$ cat config.mk
export PLATFORM = sky130hd
export DESIGN_NAME = keypad_emulator
export DESIGN_NICKNAME = d
export VERILOG_FILES = /design/src/rtl/keypad_emulator.sv
export SDC_FILE = /design/constraint.sdc
export NUM_CORES = 1
export LEC_CHECK = 0
export BUFFER_PORTS_ARGS = -buffer_cell sky130_fd_sc_hd__buf_2
export CAP_MARGIN = 20
export CORE_MARGIN = 2
export CORE_UTILIZATION = 50
export CTS_BUF_LIST = sky130_fd_sc_hd__clkbuf_8
export CTS_CLUSTER_SIZE = 16
export DETAILED_ROUTE_END_ITERATION = 12
export GPL_ROUTABILITY_DRIVEN = 1
export PLACE_DENSITY_LB_ADDON = 0.08
export SYNTH_ARGS = -nofsm -noshare
export SYNTH_HDL_FRONTEND = slang
export SYNTH_SLANG_ARGS = --single-unit
$ cat constraint.sdc
create_clock -name clk -period 2.7 [get_ports clk]
set_input_delay 0.81 -clock clk [delete_from_list [all_inputs] [get_ports clk]]
set_output_delay 0.81 -clock clk [all_outputs]
set_load 0.01 [all_outputs]
$ cat src/rtl/keypad_emulator.sv
// keypad_emulator
//   Far end of a 4-row x 3-column matrix keypad scan interface. Accepts one key
//   code over a valid/ready handshake and plays out a full key press (press
//   bounce, hold, release bounce, inter-key gap). While the emulated contact
//   is closed, the key's column line follows its row strobe one cycle late.
//
// Ports
//   clk, rst_n          clock (rising edge), asynchronous active-low reset
//   key_valid/key_code  key request: 0-9 digits, 10 = *, 11 = #, 12-15 illegal
//   key_ready           idle, a request on this edge will be accepted
//   busy                press sequence in progress
//   done                one-cycle pulse in the first idle cycle after a sequence
//   err                 one-cycle pulse after an illegal-code handshake
//   B, G, F, D          row strobes from the scanner, active-high
//   C, A, E             column returns, active-high, registered
//
// Key map (row: C A E):  B: 1 2 3   G: 4 5 6   F: 7 8 9   D: * 0 #
module keypad_emulator #(
  parameter int unsigned BOUNCE_CYC     = 1000,
  parameter int unsigned BOUNCE_TOGGLES = 4,
  parameter int unsigned HOLD_CYC       = 2000000,
  parameter int unsigned GAP_CYC        = 1000000
) (
  input  logic       clk,
  input  logic       rst_n,
  input  logic       key_valid,
  input  logic [3:0] key_code,
  output logic       key_ready,
  output logic       busy,
  output logic       done,
  output logic       err,
  input  logic       B,
  input  logic       G,
  input  logic       F,
  input  logic       D,
  output logic       C,
  output logic       A,
  output logic       E
);

  typedef enum logic [2:0] {
    IDLE      = 3'd0,
    PRESS_BNC = 3'd1,
    HOLD      = 3'd2,
    REL_BNC   = 3'd3,
    GAP       = 3'd4
  } state_t;

  // Terminal counts; every phase counter runs 0 .. LAST and then wraps.
  localparam logic [31:0] BNC_LAST  = 32'(BOUNCE_CYC - 1);
  localparam logic [31:0] SEG_LAST  = 32'(2 * BOUNCE_TOGGLES - 1);
  localparam logic [31:0] HOLD_LAST = 32'(HOLD_CYC - 1);
  localparam logic [31:0] GAP_LAST  = 32'(GAP_CYC - 1);

  state_t      state_q, state_d;
  logic [31:0] cnt_q, cnt_d;       // cycles within current segment/phase
  logic [31:0] seg_q, seg_d;       // bounce segment index
  logic [3:0]  row_sel_q, row_sel_d; // one-hot {D,F,G,B} of latched key
  logic [2:0]  col_sel_q, col_sel_d; // one-hot {E,A,C} of latched key
  logic [2:0]  col_q, col_d;
  logic        done_q, done_d;
  logic        err_q, err_d;
  logic        contact;
  logic [3:0]  rows;

  assign rows = {D, F, G, B};

  // Legal key code -> {row one-hot, column one-hot}
  function automatic logic [6:0] decode(input logic [3:0] code);
    logic [6:0] r;
    case (code)
      4'd1:    r = {4'b0001, 3'b001};
      4'd2:    r = {4'b0001, 3'b010};
      4'd3:    r = {4'b0001, 3'b100};
      4'd4:    r = {4'b0010, 3'b001};
      4'd5:    r = {4'b0010, 3'b010};
      4'd6:    r = {4'b0010, 3'b100};
      4'd7:    r = {4'b0100, 3'b001};
      4'd8:    r = {4'b0100, 3'b010};
      4'd9:    r = {4'b0100, 3'b100};
      4'd10:   r = {4'b1000, 3'b001};
      4'd0:    r = {4'b1000, 3'b010};
      4'd11:   r = {4'b1000, 3'b100};
      default: r = 7'b0;
    endcase
    return r;
  endfunction

  // Contact state: press bounce starts closed on even segments, release
  // bounce starts open, so the two phases are mirror images on seg_q[0].
  always_comb begin
    contact = 1'b0;
    case (state_q)
      PRESS_BNC: contact = ~seg_q[0];
      HOLD:      contact = 1'b1;
      REL_BNC:   contact = seg_q[0];
      default:   contact = 1'b0;
    endcase
  end

  always_comb begin
    state_d   = state_q;
    cnt_d     = cnt_q;
    seg_d     = seg_q;
    row_sel_d = row_sel_q;
    col_sel_d = col_sel_q;
    done_d    = 1'b0;
    err_d     = 1'b0;
    case (state_q)
      IDLE: begin
        if (key_valid) begin
          if (key_code < 4'd12) begin
            state_d                = PRESS_BNC;
            cnt_d                  = '0;
            seg_d                  = '0;
            {row_sel_d, col_sel_d} = decode(key_code);
          end else begin
            err_d = 1'b1;
          end
        end
      end
      PRESS_BNC, REL_BNC: begin
        if (cnt_q == BNC_LAST) begin
          cnt_d = '0;
          if (seg_q == SEG_LAST) begin
            seg_d   = '0;
            state_d = (state_q == PRESS_BNC) ? HOLD : GAP;
          end else begin
            seg_d = seg_q + 32'd1;
          end
        end else begin
          cnt_d = cnt_q + 32'd1;
        end
      end
      HOLD: begin
        if (cnt_q == HOLD_LAST) begin
          cnt_d   = '0;
          state_d = REL_BNC;
        end else begin
          cnt_d = cnt_q + 32'd1;
        end
      end
      GAP: begin
        if (cnt_q == GAP_LAST) begin
          cnt_d   = '0;
          state_d = IDLE;
          done_d  = 1'b1;
        end else begin
          cnt_d = cnt_q + 32'd1;
        end
      end
      default: begin
        state_d = IDLE;
        cnt_d   = '0;
        seg_d   = '0;
      end
    endcase
  end

  // Multiple rows high is fine: only the key's own row matters.
  always_comb begin
    col_d = 3'b000;
    if (contact && |(rows & row_sel_q)) col_d = col_sel_q;
  end

  always_ff @(posedge clk or negedge rst_n) begin
    if (!rst_n) begin
      state_q   <= IDLE;
      cnt_q     <= '0;
      seg_q     <= '0;
      row_sel_q <= '0;
      col_sel_q <= '0;
      col_q     <= '0;
      done_q    <= 1'b0;
      err_q     <= 1'b0;
    end else begin
      state_q   <= state_d;
      cnt_q     <= cnt_d;
      seg_q     <= seg_d;
      row_sel_q <= row_sel_d;
      col_sel_q <= col_sel_d;
      col_q     <= col_d;
      done_q    <= done_d;
      err_q     <= err_d;
    end
  end

  assign key_ready = (state_q == IDLE);
  assign busy      = (state_q != IDLE);
  assign done      = done_q;
  assign err       = err_q;
  assign {E, A, C} = col_q;

endmodule
# Word level (Yosys, flattened, before mapping)
# Memories as Yosys holds them, arrays and structs flattened. A register that Yosys moved wholly into a read port is not among the register bits.
# Cells that the tools add are included.
# totals
reg_bits,72
n_memories,1
out_inout_bits,7
input_bits,11
elab_cells,62
rom_bits,112
# memory_table
memory,depth,word_bits,rd,rd_clocked_by_memory_dff,write_ports,line,rtl
(no name shown),16,7,1,1,0,71,case (code)
# classes
muxes,24
n_eq_ne,14
order_cmp,1
n_reduce_logical,11
addsub,2
n_bitwise,3
# ops
operator,n
two-way mux 32 bit,7
one-hot mux 32 bit (4 select lines),1
one-hot mux 32 bit (3 select lines),1
adder 32 x 1 -> 32 bit (second input constant),2
== test 32 x 10 -> 1 bit (second input constant),1
== test 32 x 20 -> 1 bit (second input constant),1
== test 32 x 21 -> 1 bit (second input constant),1
== test 32 x 3 -> 1 bit (second input constant),1
two-way mux 3 bit,8
one-hot mux 3 bit (4 select lines),1
!= test 2 bit (second input constant),5
== test 3 x 2 -> 1 bit (second input constant),2
AND reduction 6 bit,1
two-way mux 1 bit,5
AND 4 bit,1
< comparator 4 bit (second input constant),1
AND reduction 4 bit,1
OR reduction 2 bit,2
OR reduction 4 bit,1
== test 3 x 1 -> 1 bit (second input constant),1
== test 3 bit (second input constant),1
logical NOT 3 bit,1
one-hot mux 1 bit (3 select lines),1
AND reduction 3 bit,1
other kinds (6),7

# Logic depth before layout (Yosys ltp)
# depth
word_depth,5
depth_mapped,9
depth_no_buf,7

# Worst setup path before layout
# No wires, ideal clock.
# synth_timing
path_kind,register -> register
from,register cnt_q[15]
to,register cnt_q[17]
path_slack_ns,0.336
t_arrival_ns,2.245
path_stages_with_launch,8
setup_ns,0.119
synth_period_minus_slack_ns,2.364
required_time_ns,2.581
path_buffers,2
path_cell_list,dfrtp_1 -> or4b_1 -> or4_1 -> nor2b_4 -> buf_6 -> nor3_4 -> buf_6 -> nor2_1
# synth_via
elab_chain_len,3
elab_cells_between_ends,8
cone_classes,1 x add/sub; 3 x eq/ne; 4 x mux
# synth_lines
element,line,rtl
"start, declared",56,"logic [31:0] cnt_q, cnt_d;"
"start signal, assigned",178,cnt_q <= cnt_d;
"adder 32 x 1 -> 32 bit, or another cell as far along","132, 140, 149",
"two-way mux 32 bit, on equally long branches","144, 123, 136",
one-hot mux 32 bit (4 select lines) (*),109,case (state_q)
# Every way passes the cells marked *; elsewhere a longest branch is shown, timed or not.
# A chain may end at the register's enable or synchronous reset.

# Worst setup path after layout
# layout_timing
from,register cnt_q[19]
to,register seg_q[15]
# layout_via
elab_chain_len,3
# layout_lines
element,line,rtl
== test 32 x 10 -> 1 bit,123,if (cnt_q == BNC_LAST) begin
!= test 2 bit (no line),n/a,
AND reduction 4 bit (no line),n/a,
"end signal, assigned",179,seg_q <= seg_d;
"end, declared",57,"logic [31:0] seg_q, seg_d;"
# Every way passes these cells.

==> qor.txt <==
Routed wire per std cell - 15.7 um
Syn Inst Count - 510
io pins - 18
Post-synth ARST share - 100%
Max-cap violations - 0
Routed WL - 10.1 mm
drt first pass iters - 4
vias in the first global route - 3643
CTS Hold Buffers Added - 0
mean post-synth cell area - 8.70 um2
Worst Skew - 0.00872 ns
Antenna Violating Nets Remaining - 0
status - finished clean
layout cell share with drive strength beyond 1 - 12.5%
Detail Placement HPWL - 6.88 mm
CP peak stage delay - 0.54 ns
Die H - 98.2 um
DRT iter0 DRCs - 186
# nets final - 550
Die X - 98.2 um
power density over the cells - 556 nW/um2
critical path's slowest cell - or4_1
clock-pin slew on the worst setup and hold paths - 0.08 ns
Leak Pwr - 2.10 nW
Max Slew Vio Count - 0
placed cell area - 4720 um2
Initial Util - 51.1%
Achievable Freq - 0.401 GHz
CP endpoint kind - register
slew margin rel. - 46.0%
Vias/cell - 5.96
vias post-DR - 3848
fin area - 4990 um2
post-layout min period - 2.49 ns
Syn. warnings - 0
# fillers - 803
Cell variety after synth - 57
setup repair bufs after CTS - 0
GPL Wtd Cong - 0.855
Longest Clk Path Bufs - 2
final period utilization - 92.4%
Cell Rows - 34
TritonCTS clock tree - done
Area Growth Syn to Fin - 12.5%
root buffer cell - clkbuf_8
total CTS buffers - 9
Most used DFF post-synth - dfrtp_1
first-pass GRT wire length - 17.5 mm
sequential area share after synthesis - 44.5%
Util after Layout - 57.5%
count of input and output buffers - 17
number of synthesized flops with an enable pin - 0
post-synthesis register bit count - 79
Worst-Margin Slew - 0.808 ns
syn nets - 527
Core Area - 8680 um2
die area - 9650 um2
global route overflow - 0
Setup CP Type - reg2reg
largest net degree at the start of global routing - 43
overall routing resource usage - 22.0%
Fin Setup TNS - 0 ns
drc violations - 0
CP startpoint kind - register
antenna violations before repair - 0
Cell Area, Synth - 4440 um2
CTS sink count - 79
CTS H-tree lvls - 3
Final Hold Viols - 0
RSZ-0062 raised after global routing - false
Req. time, crit path - 2.90 ns
worst endpoint data arrival time - 2.70 ns
critical path cell sequence - or4_1 > nor3_1 > and4bb_1 > buf_4 > o31ai_2 > buf_4 > o21ai_0 > o21ai_0
Inserted Diodes - 0
Hold Path Class - in2async
VDD IR max - 0.266 mV
CP Max Fanout - 33
Final setup viols - 0
post-cts sizing count - 0
Worst-Skew Late Latency - 0.35 ns
==> synth_stat cells (all sizes together), types with 8 or more instances <==
library cell	n	area, um2
xnor2	15	131
nor2	65	251
nor3	17	96.4
o31ai	15	113
inv	15	56.3
nor4	12	81.3
dfrtp	79	1980
xor2	8	70.1
a31oi	8	50.1
and3	19	120
o21ai	70	350
a21oi	11	55.1
nand4	17	106
clkbuf	20	86.3
nand3	26	130
nand2	45	169
==> final cells by class <==
type / count / area, um2 / area share, %
inverters: 15 / 56.3 / 1.13
repair buffers: 36 / 268 / 5.36
flip-flops and latches: 79 / 1980 / 39.6
well taps: 108 / 135 / 2.71
clock inverters: 7 / 145 / 2.91
multi-input cells: 392 / 2290 / 45.8
clock buffers: 9 / 124 / 2.48
==> cell usage in the layout, fill, tap and decap left out, types with 14 or more instances in the layout <==
master and count:
nand2_1 45, nand4_1 17, o31ai_1 14, buf_2 16, o21ai_0 68, inv_1 15
nor3_1 16, dfrtp_1 79, nor2_1 62, and3_1 18, nand3_1 26, xnor2_1 15
buf_4 17
==> layer usage <==
| layer | part of all wire, % | wire, um | GRT usage [%] | up-vias |
|---|---|---|---|---|
| li1 | - | - | - | 1895 |
| met1 | 49 | 5010 | 31.9 | 1873 |
| met2 | 47 | 4730 | 34.4 | 70 |
| met3 | 2.6 | 264 | 3.08 | 10 |
| met4 | 1.3 | 129 | 7.06 | 0 |
| met5 | 0 | 0 | 0 | - |
==> worst max-delay path: cells and delay by family, from the launching register on <==
family	cells	cell delay [ns]
AO/OA/AOI/OAI	3	0.49
buffers and inverters	2	0.41
flip-flops	1	0.46
AND/OR/NAND/NOR	3	0.98
==> worst paths after layout <==
path / slack, ns / from / cells after the start / to
worst max-delay path: 0.21 / cnt_q[19] / 8 / seg_q[15]
worst min-delay path: 0.42 / rst_n / 1 / cnt_q[16]
worst max register to register: 0.21 / cnt_q[19] / 8 / seg_q[15]
worst min register to register: 0.49 / seg_q[31] / 1 / seg_q[31]
max in group asynchronous: 1.67 / rst_n / 2 / seg_q[2]
min in group clk: 0.49 / seg_q[31] / 1 / seg_q[31]
==> registers in the layout, summed over array words and instances, names as in the netlist <==
name / count
row_sel_q: 4
cnt_q: 32
col_q: 3
done: 1
err: 1
col_sel_q: 3
state_q: 3
seg_q: 32
==> power breakdown <==
part / switching (W) / internal [W] / total, W
sequential: 0.0000941 / 0.00125 / 0.00135
clock: 0.000469 / 0.000711 / 0.00118
combinational: 0.000137 / 0.000113 / 0.000250
==> logic make-up after synthesis <==
kind of cell,Yosys count,share of synthesized area [%]
fa+ha+maj,6,1.69
flops,79,44.5
mux,4,0.902
xor+xnor,23,4.54
compound gates,129,17.5
buf+inv,39,4.14
simple gates,230,26.7
==> per-stage QoR <==
step | total power, W | hold slack, ns | setup WS, ns | std cells
finish | 0.00278 | 0.424 | 0.205 | 646
floorplan | 0.00151 | 0.450 | 0.336 | 510
global placement | 0.00161 | 0.472 | 0.275 | 630
detailed placement | 0.00162 | 0.479 | 0.238 | 630
global route | 0.00289 | 0.452 | 0.00438 | 646
CTS | 0.00280 | 0.444 | 0.226 | 646
No activity file was read; power rests on OpenSTA's default activity.
